**config.mk**
```make
export PLATFORM = sky130hd
export DESIGN_NAME = uart_tx_arbiter
export DESIGN_NICKNAME = d
export VERILOG_FILES = /design/src/rtl/uart_arb_pkg.sv /design/src/rtl/uart_tx_arbiter_rr_picker.sv /design/src/rtl/uart_tx_arbiter.sv
export SDC_FILE = /design/constraint.sdc
export NUM_CORES = 1
export LEC_CHECK = 0
export CAP_MARGIN = 25
export CORE_MARGIN = 3
export CORE_UTILIZATION = 49
export DETAILED_ROUTE_END_ITERATION = 12
export PLACE_DENSITY = 0.86
export SETUP_SLACK_MARGIN = 0.4
export SLEW_MARGIN = 20
export SYNTH_ARGS = -nofsm -noshare
export SYNTH_HDL_FRONTEND = slang
export SYNTH_SLANG_ARGS = --single-unit
```
**constraint.sdc**
```tcl
create_clock -name clk -period 4.3 [get_ports clk]
set_input_delay 0.86 -clock clk [delete_from_list [all_inputs] [get_ports clk]]
set_output_delay 0.86 -clock clk [all_outputs]
set_load 0.05 [all_outputs]
```
**src/rtl/uart_arb_pkg.sv**
```systemverilog
// Shared types and helpers for the UART transmit arbiter.
package uart_arb_pkg;

    typedef enum logic [2:0] {
        IDLE,
        TAG_START,
        START,
        WAIT_ACK,
        WAIT_DONE
    } arb_state_t;

    // Tag byte sent ahead of a packet is TAG_BASE | owner index.
    localparam logic [7:0] TAG_BASE = 8'hA0;

    // Index width that never collapses to zero bits.
    function automatic int idx_w(input int n);
        return ($clog2(n) < 1) ? 1 : $clog2(n);
    endfunction

endpackage

```
**src/rtl/uart_tx_arbiter_rr_picker.sv**
```systemverilog
// Round-robin picker: rotate requests so ptr sits at bit 0, take the lowest
// set bit, then rotate the winner back into absolute position.
module rr_picker
    import uart_arb_pkg::*;
#(
    parameter int NUM_REQ = 4,
    parameter int IW      = idx_w(NUM_REQ)
) (
    input  logic [NUM_REQ-1:0] req,
    input  logic [IW-1:0]      ptr,
    output logic [NUM_REQ-1:0] gnt,
    output logic [IW-1:0]      gnt_idx,
    output logic               any
);

    logic [NUM_REQ-1:0] rot;
    logic [IW-1:0]      off;
    logic [IW:0]        sum;

    // Rotate, priority-encode from the bottom, rotate back (modulo NUM_REQ).
    always_comb begin
        rot = NUM_REQ'({req, req} >> ptr);
        off = '0;
        any = 1'b0;
        for (int i = NUM_REQ - 1; i >= 0; i--) begin
            if (rot[i]) begin
                off = IW'(i);
                any = 1'b1;
            end
        end
        sum = {1'b0, ptr} + {1'b0, off};
        if (sum >= (IW+1)'(NUM_REQ)) sum = sum - (IW+1)'(NUM_REQ);
        gnt_idx = sum[IW-1:0];
        gnt     = any ? (NUM_REQ'(1) << gnt_idx) : '0;
    end

endmodule

```
**src/rtl/uart_tx_arbiter.sv**
```systemverilog
// Round-robin sharing of one UART transmitter among NUM_REQ byte streams.
// A requester owns the transmitter for a whole packet (until in_last).
// Optional feature macro UART_ARB_TAG_EN: prefix each packet with a tag byte
// TAG_BASE | owner index.
module uart_tx_arbiter
    import uart_arb_pkg::*;
#(
    parameter int NUM_REQ     = 4,
    parameter int ACK_TIMEOUT = 64
) (
    input  logic                        clk,
    input  logic                        rst,
    input  logic [NUM_REQ-1:0]          in_valid,
    input  logic [8*NUM_REQ-1:0]        in_data,
    input  logic [NUM_REQ-1:0]          in_last,
    output logic [NUM_REQ-1:0]          in_ready,
    output logic                        tx_start,
    output logic [7:0]                  tx_data,
    input  logic                        tx_busy,
    output logic [idx_w(NUM_REQ)-1:0]   grant,
    output logic                        locked,
    output logic                        err_timeout
);

    localparam int IW = idx_w(NUM_REQ);
    localparam int CW = $clog2(ACK_TIMEOUT + 1);
`ifdef UART_ARB_TAG_EN
    localparam bit TAG_EN = 1'b1;
`else
    localparam bit TAG_EN = 1'b0;
`endif

    arb_state_t         state_q, state_d;
    logic [IW-1:0]      ptr_q, grant_q, acc_idx, pick_idx;
    logic [NUM_REQ-1:0] pick_gnt;
    logic               pick_any, locked_q, last_q;
    logic [7:0]         byte_q, tx_data_q, in_byte;
    logic [CW-1:0]      cnt_q;
    logic               accept, xfer_done, tag_phase;

    rr_picker #(.NUM_REQ(NUM_REQ), .IW(IW)) u_pick (
        .req     (in_valid),
        .ptr     (ptr_q),
        .gnt     (pick_gnt),
        .gnt_idx (pick_idx),
        .any     (pick_any)
    );

    assign in_byte     = in_data[{acc_idx, 3'b000} +: 8];
    assign tx_start    = (state_q == START) || (state_q == TAG_START);
    assign tx_data     = tx_data_q;
    assign grant       = grant_q;
    assign locked      = locked_q;

    // State register.
    always_ff @(posedge clk) begin
        if (rst) state_q <= IDLE;
        else     state_q <= state_d;
    end

    // Next state, accept strobe and handshake decode.
    always_comb begin
        state_d     = state_q;
        in_ready    = '0;
        accept      = 1'b0;
        xfer_done   = 1'b0;
        err_timeout = 1'b0;
        acc_idx     = locked_q ? grant_q : pick_idx;
        case (state_q)
            IDLE: begin
                // While locked only the owner may offer its next byte.
                accept = locked_q ? in_valid[grant_q] : pick_any;
                if (rst) accept = 1'b0;
                if (accept) begin
                    in_ready = locked_q ? (NUM_REQ'(1) << grant_q) : pick_gnt;
                    state_d  = (TAG_EN && !locked_q) ? TAG_START : START;
                end
            end
            TAG_START, START: state_d = WAIT_ACK;
            WAIT_ACK: begin
                if (tx_busy) state_d = WAIT_DONE;
                else if (cnt_q == CW'(ACK_TIMEOUT)) begin
                    // No ack: report it and treat the byte as sent.
                    err_timeout = 1'b1;
                    xfer_done   = 1'b1;
                end
            end
            WAIT_DONE: xfer_done = !tx_busy;
            default:   state_d = IDLE;
        endcase
        if (xfer_done) state_d = tag_phase ? START : IDLE;
    end

`ifdef UART_ARB_TAG_EN
    logic tag_q;
    // Tag phase: set on a fresh grant, cleared once the tag byte is out.
    always_ff @(posedge clk) begin
        if (rst)            tag_q <= 1'b0;
        else if (accept)    tag_q <= !locked_q;
        else if (xfer_done) tag_q <= 1'b0;
    end
    assign tag_phase = tag_q;
`else
    assign tag_phase = 1'b0;
`endif

    // Datapath: byte capture, ownership, fairness pointer and ack timer.
    always_ff @(posedge clk) begin
        if (rst) begin
            ptr_q     <= '0;
            grant_q   <= '0;
            locked_q  <= 1'b0;
            byte_q    <= 8'h00;
            last_q    <= 1'b0;
            tx_data_q <= 8'h00;
            cnt_q     <= '0;
        end else begin
            if (accept) begin
                byte_q    <= in_byte;
                last_q    <= in_last[acc_idx];
                grant_q   <= acc_idx;
                locked_q  <= 1'b1;
                tx_data_q <= (TAG_EN && !locked_q) ? (TAG_BASE | 8'(acc_idx)) : in_byte;
            end
            if (tx_start)                  cnt_q <= CW'(1);
            else if (state_q == WAIT_ACK)  cnt_q <= cnt_q + CW'(1);
            // After the tag byte, the held data byte goes out next.
            if (xfer_done && tag_phase) tx_data_q <= byte_q;
            // Pointer only moves at packet end, to just past the owner.
            if (xfer_done && !tag_phase && last_q) begin
                locked_q <= 1'b0;
                ptr_q    <= (grant_q == IW'(NUM_REQ - 1)) ? '0 : grant_q + IW'(1);
            end
        end
    end

endmodule

```
# Yosys cells after proc, flatten, opt, wreduce, memory -nomap -nowiden
# Index checks and enable logic that the tools add are counted.
# op_classes
n_addsub	4
order_cmp	3
n_eq_ne	8
shift	4
n_mux	32
bitwise_logic	1
n_reduce_logical	10
# op_table
operator	n
$shiftx 32x6->8	1
$mux 4	4
$mux 1	15
$mux 2	7
$pmux 3 s4	1
$reduce_or 2->1	4
$shl 1x2->4 const A	2
$shr 8x2->4	1
$add 7x1->7 const B	1
$eq 7x7->1 const B	1
$eq 3x2->1 const B	2
$lt 2x3->1 const B	2
$mux 3	2
$bmux 1 s2	2
$ne 2x2->1 const B	2
$add 2x2->3	1
$eq 3x1->1 const B	1
$eq 3x3->1 const B	1
$ge 3x3->1 const B	1
$logic_not 3->1	1
$reduce_and 3->1	1
$add 2x1->2 const B	1
$eq 2x2->1 const B	1
$pmux 1 s2	1
other kinds (6)	6
# totals
regBits	24
input_bits	43
out_inout_bits	17

# Longest topological paths before layout
# depth
depth_word	13
ltp_mapped	12
depth_no_buf	10

# Cells and area by module
# Synthesis repeated with hierarchy kept, for this count alone.
# unflattened
hier_cells	207
area_unflattened_um2	1934.4
# modules_own_cells
mod	instances	cells_each	area_each_um2
uart_tx_arbiter	1	169	1664.1
rr_picker	1	38	270.3

# Worst setup path after synthesis
# OpenSTA, ideal clock, no wires.
# synth_path
path_type	input-to-output
from	input in_valid[2]
to	output in_ready[0]
t_arrival_ns	3.248
required_ns	3.440
slack_ns	0.192
path_stages	8
path_buffers	1
path_cell_list	buf_4 > o311a_1 > o21ai_0 > ha_1 > xor2_1 > xnor2_1 > and2_2 > nor3_1
# synth_via
elab_chain_cells	13
# synth_lines
element	line	rtl
start: declaration	uart_tx_arbiter.sv:13	input logic [NUM_REQ-1:0] in_valid,
$shr 8x2->4	uart_tx_arbiter_rr_picker.sv:22	rot = NUM_REQ'({req, req} >> ptr);
$mux 2 (4 in a row)	uart_tx_arbiter_rr_picker.sv:26	if (rot[i]) begin
$add 2x2->3	uart_tx_arbiter_rr_picker.sv:31	sum = {1'b0, ptr} + {1'b0, off};
$ge 3x3->1 or $sub 2x1->2 (tied branches)	uart_tx_arbiter_rr_picker.sv:32	if (sum >= (IW+1)'(NUM_REQ)) sum = sum - (IW+1)'(NUM_REQ);
$mux 2	uart_tx_arbiter_rr_picker.sv:32	
$shl 1x2->4	uart_tx_arbiter_rr_picker.sv:34	gnt = any ? (NUM_REQ'(1) << gnt_idx) : '0;
$mux 4	uart_tx_arbiter_rr_picker.sv:34	
$mux 4	uart_tx_arbiter.sv:75	in_ready = locked_q ? (NUM_REQ'(1) << grant_q) : pick_gnt;
$mux 4 *	uart_tx_arbiter.sv:74	if (accept) begin
$mux 4 *	uart_tx_arbiter.sv:69	case (state_q)
end: declaration	uart_tx_arbiter.sv:16	output logic [NUM_REQ-1:0] in_ready,
# Every way passes the cells marked *; elsewhere a longest branch is shown, timed or not. The select of a mux whose other input is x is not followed.

# Worst setup path in the final report
# layout_path
from	input in_valid[3]
to	output in_ready[3]
# Same word-level chain as after synthesis.

==> results.toml <==
[worst_setup_path]
endpoint_kind = "output port"
slowest_stage = "o311a_1"
cp_data_arrival_time_ps = 2910
startpoint_type = "input pin"
worstPathCellList = "clkdlybuf4s15_1, inv_1, o311a_1, o21ai_0, ha_2, xor2_2, xnor2_2, and2_4, a32oi_1, nor2_1, buf_12"
rrSetupSlack_ps = 1710
slowest_delay_ps = 280
crit_type = "input pin to output port"
reg2reg_from = "ptr_q[0]$_SDFFE_PP0P_"
critPathMaxFanout = 6
worst_r2r_path_depth = 9
crit_required_ps = 3440
cp-startpoint = "in_valid[3]"

[hold_path]
min_delay_path_depth = 2
hold_path.class = "register to register"
worstHoldStart = "tx_data[0]$_SDFFE_PP0P_"

[pwr]
p_int_uw = 456.3
seq_power_share = 0.376
p_clk_frac = 0.243
power.density_nw_per_um2 = 279.0
max-vdd-ir-drop_mv = 0.1782
pwr-share-comb = 0.381
p_leak_nw = 1.001
p_sw_frac = 0.3239
power_uw = 674.9
switchingPower_uw = 218.6

[sta]
tightest_slew_ps = 577.2
slew_viol_final = 0
timing.final.hold_violations = 0
finalCritPeriodShare = 0.8772
fin_worst_skew_ps = 4.840
fin_setup_tns_ps = 0
fin_crit_ps = 3772
max_freq_mhz = 265.1
rsz0062_at_grt = "false"
layout_setup_ws_ps = 528.2
setup_viol = 0
slew_headroom = 0.6140
hold_slack_ps = 494.8

[logic_synthesis]
synth_compound_area_frac = 0.1314
synth_mux_area_frac = 0.2332
ys_seq_area_frac = 0.2773
synth_cell_types = 38
ys_ff_latch = 24
netlist_area_um2 = 1733
synth_xor_area_frac = 0.04043
yosys_warnings = 0
synth_top_family_by_area = "multiplexers"
avgSynthCellArea_um2 = 9.317
synthAdderAreaFrac = 0.05054
synth_nets = 236
synth_simple_gate_area_share = 0.1906
netlist_instances = 186

[global_route]
grt_pass1_vias = 1563
gr-total-overflow = 0
grt_pass1_wl_um = 6837
track_usage = 0.2058
antenna_found_initial = 0
grt_max_degree = 22

[cts]
clock-sinks = 24
cts_tree = "yes"
cts-root-buf = "clkbuf_4"
path_clk_slew_ps = 130
clockBufferDepth = 2
numCtsBuffers = 3
htree_levels = 1
cts_hold_buffers = 0
clk_latency_ps = 320

[placement]
placed_cells = 282
routabilityCongestion = 0.8063
preCtsSetupSlack_ps = 133.7
post-dp-hpwl_um = 3159
post_dp_cell_area_um2 = 2342
port_buffers = 59

[routing]
wl_um = 4074
first_pass_iters = 5
drc = 0
drtIter0Drc = 69
ant_nets = 0
viasPerCell = 5.443
vias = 1562
wl_per_cell_um = 14.20

[floorplanning]
dieHeight_um = 65.47
rows = 20
start_util = 0.5410
die_x_um = 65.47
core_area_um2 = 3203
io_pins = 60
die-area_um2 = 4286

[final_layout]
drive_gt1_frac = 0.1728
final_util = 0.7551
syn2layout_area_growth_pct = 39.57
stdcell_count = 287
diodes = 0
final_nets = 294
design_area_um2 = 2419

[job]
cap_violations = 0

[outcome]
outcome = "completed"
final cells by class:
| cell class | count | area, um^2 |
|---|---|---|
| inverters | 8 | 30.03 |
| flip-flops and latches | 24 | 480.5 |
| repair buffers | 63 | 650.6 |
| fillers | 234 | 784.5 |
| well taps | 44 | 55.05 |
| multi-input cells | 144 | 1150 |
| clock inverters | 1 | 30.03 |
| clock buffers | 3 | 22.52 |
flip-flops by register name (all words and copies together) (netlist names):
register / count
tx_data: 8
locked: 1
grant: 2
state_q: 3
ptr_q: 2
cnt_q: 7
last_q: 1
metal layers:
metal  GRT usage  part of all wire  vias to the layer above  wire, um
met3     0.07179             0.086                        9       350
met4     0.05440             0.014                        0        57
met1      0.2529              0.41                      710      1676
met2      0.3413              0.49                       66      1989
li1            -                 -                      777         -
met5           0                 0                        -         0
layout by cell type, fill, tap and decap left out, types with 2 or more instances in the layout:
master | netlist | routed
clkdlybuf4s50_1 | 0 | 51
nor2_1 | 27 | 26
dfxtp_1 | 24 | 24
mux2i_1 | 22 | 21
mux2_4 | 9 | 9
nand3b_1 | 9 | 9
o21ai_2 | 9 | 9
inv_1 | 8 | 8
a21oi_1 | 8 | 8
nand2_1 | 6 | 6
ha_1 | 7 | 6
o21ai_0 | 5 | 5
nor3_1 | 5 | 4
buf_12 | 0 | 4
buf_4 | 2 | 4
nand3_1 | 3 | 3
xnor2_1 | 4 | 3
nand2b_1 | 3 | 3
xor2_1 | 4 | 3
clkbuf_4 | 0 | 3
nor4_1 | 2 | 2
and3_1 | 2 | 2
o32ai_1 | 2 | 2
a32oi_1 | 2 | 2
a22oi_1 | 2 | 2
nor3b_1 | 2 | 2
a211oi_1 | 2 | 2
clkdlybuf4s15_1 | 0 | 2
clkbuf_2 | 0 | 2
critical path: cells and delay by family:
kind                       cells  cell delay, ps
and+or+nand+nor                2             400
AOI/OAI and AO/OA              3             550
xor gates and xnor gates       2             360
buffers and inverters          3             510
adders and majority gates      1             220
power groups by stage:
stage,Clock (mW),Combinational (mW),Sequential [mW]
3_5_place_dp,0,0.256,0.258
3_3_place_gp,0,0.251,0.257
4_1_cts,0.169,0.258,0.253
6_report,0.164,0.257,0.254
2_1_floorplan,0,0.134,0.294
5_1_grt,0.175,0.275,0.256
path summary, 6_finish.rpt:
| check | endpoint |
|---|---|
| setup / recovery | in_ready[3] |
| hold / removal | tx_data[0]$_SDFFE_PP0P_ |
| hold reg to reg | tx_data[0]$_SDFFE_PP0P_ |
| setup reg to reg | tx_data[6]$_SDFFE_PP0P_ |
timing repair:
item | in CTS | in global routing
buffers inserted | 0 | 1
endpoints found under the setup margin | 4 | 3
resized for setup | 9 | 7
pin swaps | 1 | 1
cells by family after synthesis:
logic type               after synthesis
AO/OA/AOI/OAI                         32
XOR/XNOR                               8
adder cells (fa/ha/maj)                7
buffers and inverters                 18
flip-flops                            24
multiplexers                          33
AND/OR/NAND/NOR                       64
cell usage after synthesis:
library cell | instances | share of area
nor2_1 | 27 | 0.058
dfxtp_1 | 24 | 0.28
mux2i_1 | 22 | 0.13
mux2_4 | 9 | 0.078
nand3b_1 | 9 | 0.039
o21ai_2 | 9 | 0.045
a21oi_1 | 8 | 0.023
inv_1 | 8 | 0.017
ha_1 | 7 | 0.051
nand2_1 | 6 | 0.013
nor3_1 | 5 | 0.014
o21ai_0 | 5 | 0.014
xnor2_1 | 4 | 0.020
xor2_1 | 4 | 0.020
clkbuf_8 | 3 | 0.024
nand2b_1 | 3 | 0.011
nand3_1 | 3 | 0.0087
a211oi_1 | 2 | 0.0087
a22oi_1 | 2 | 0.0087
a32oi_1 | 2 | 0.010
and3_1 | 2 | 0.0072
buf_4 | 2 | 0.0087
buf_6 | 2 | 0.013
nor3b_1 | 2 | 0.0087
nor4_1 | 2 | 0.0072
o32ai_1 | 2 | 0.010
a311oi_1 | 1 | 0.0051
and2_2 | 1 | 0.0043
and3b_1 | 1 | 0.0051
buf_2 | 1 | 0.0029
buf_8 | 1 | 0.0087
clkbuf_1 | 1 | 0.0022
mux2i_4 | 1 | 0.013
mux4_1 | 1 | 0.015
nand3b_2 | 1 | 0.0065
o311a_1 | 1 | 0.0058
or2_2 | 1 | 0.0036
or3_1 | 1 | 0.0036
No activity file was read; power rests on OpenSTA's default activity.
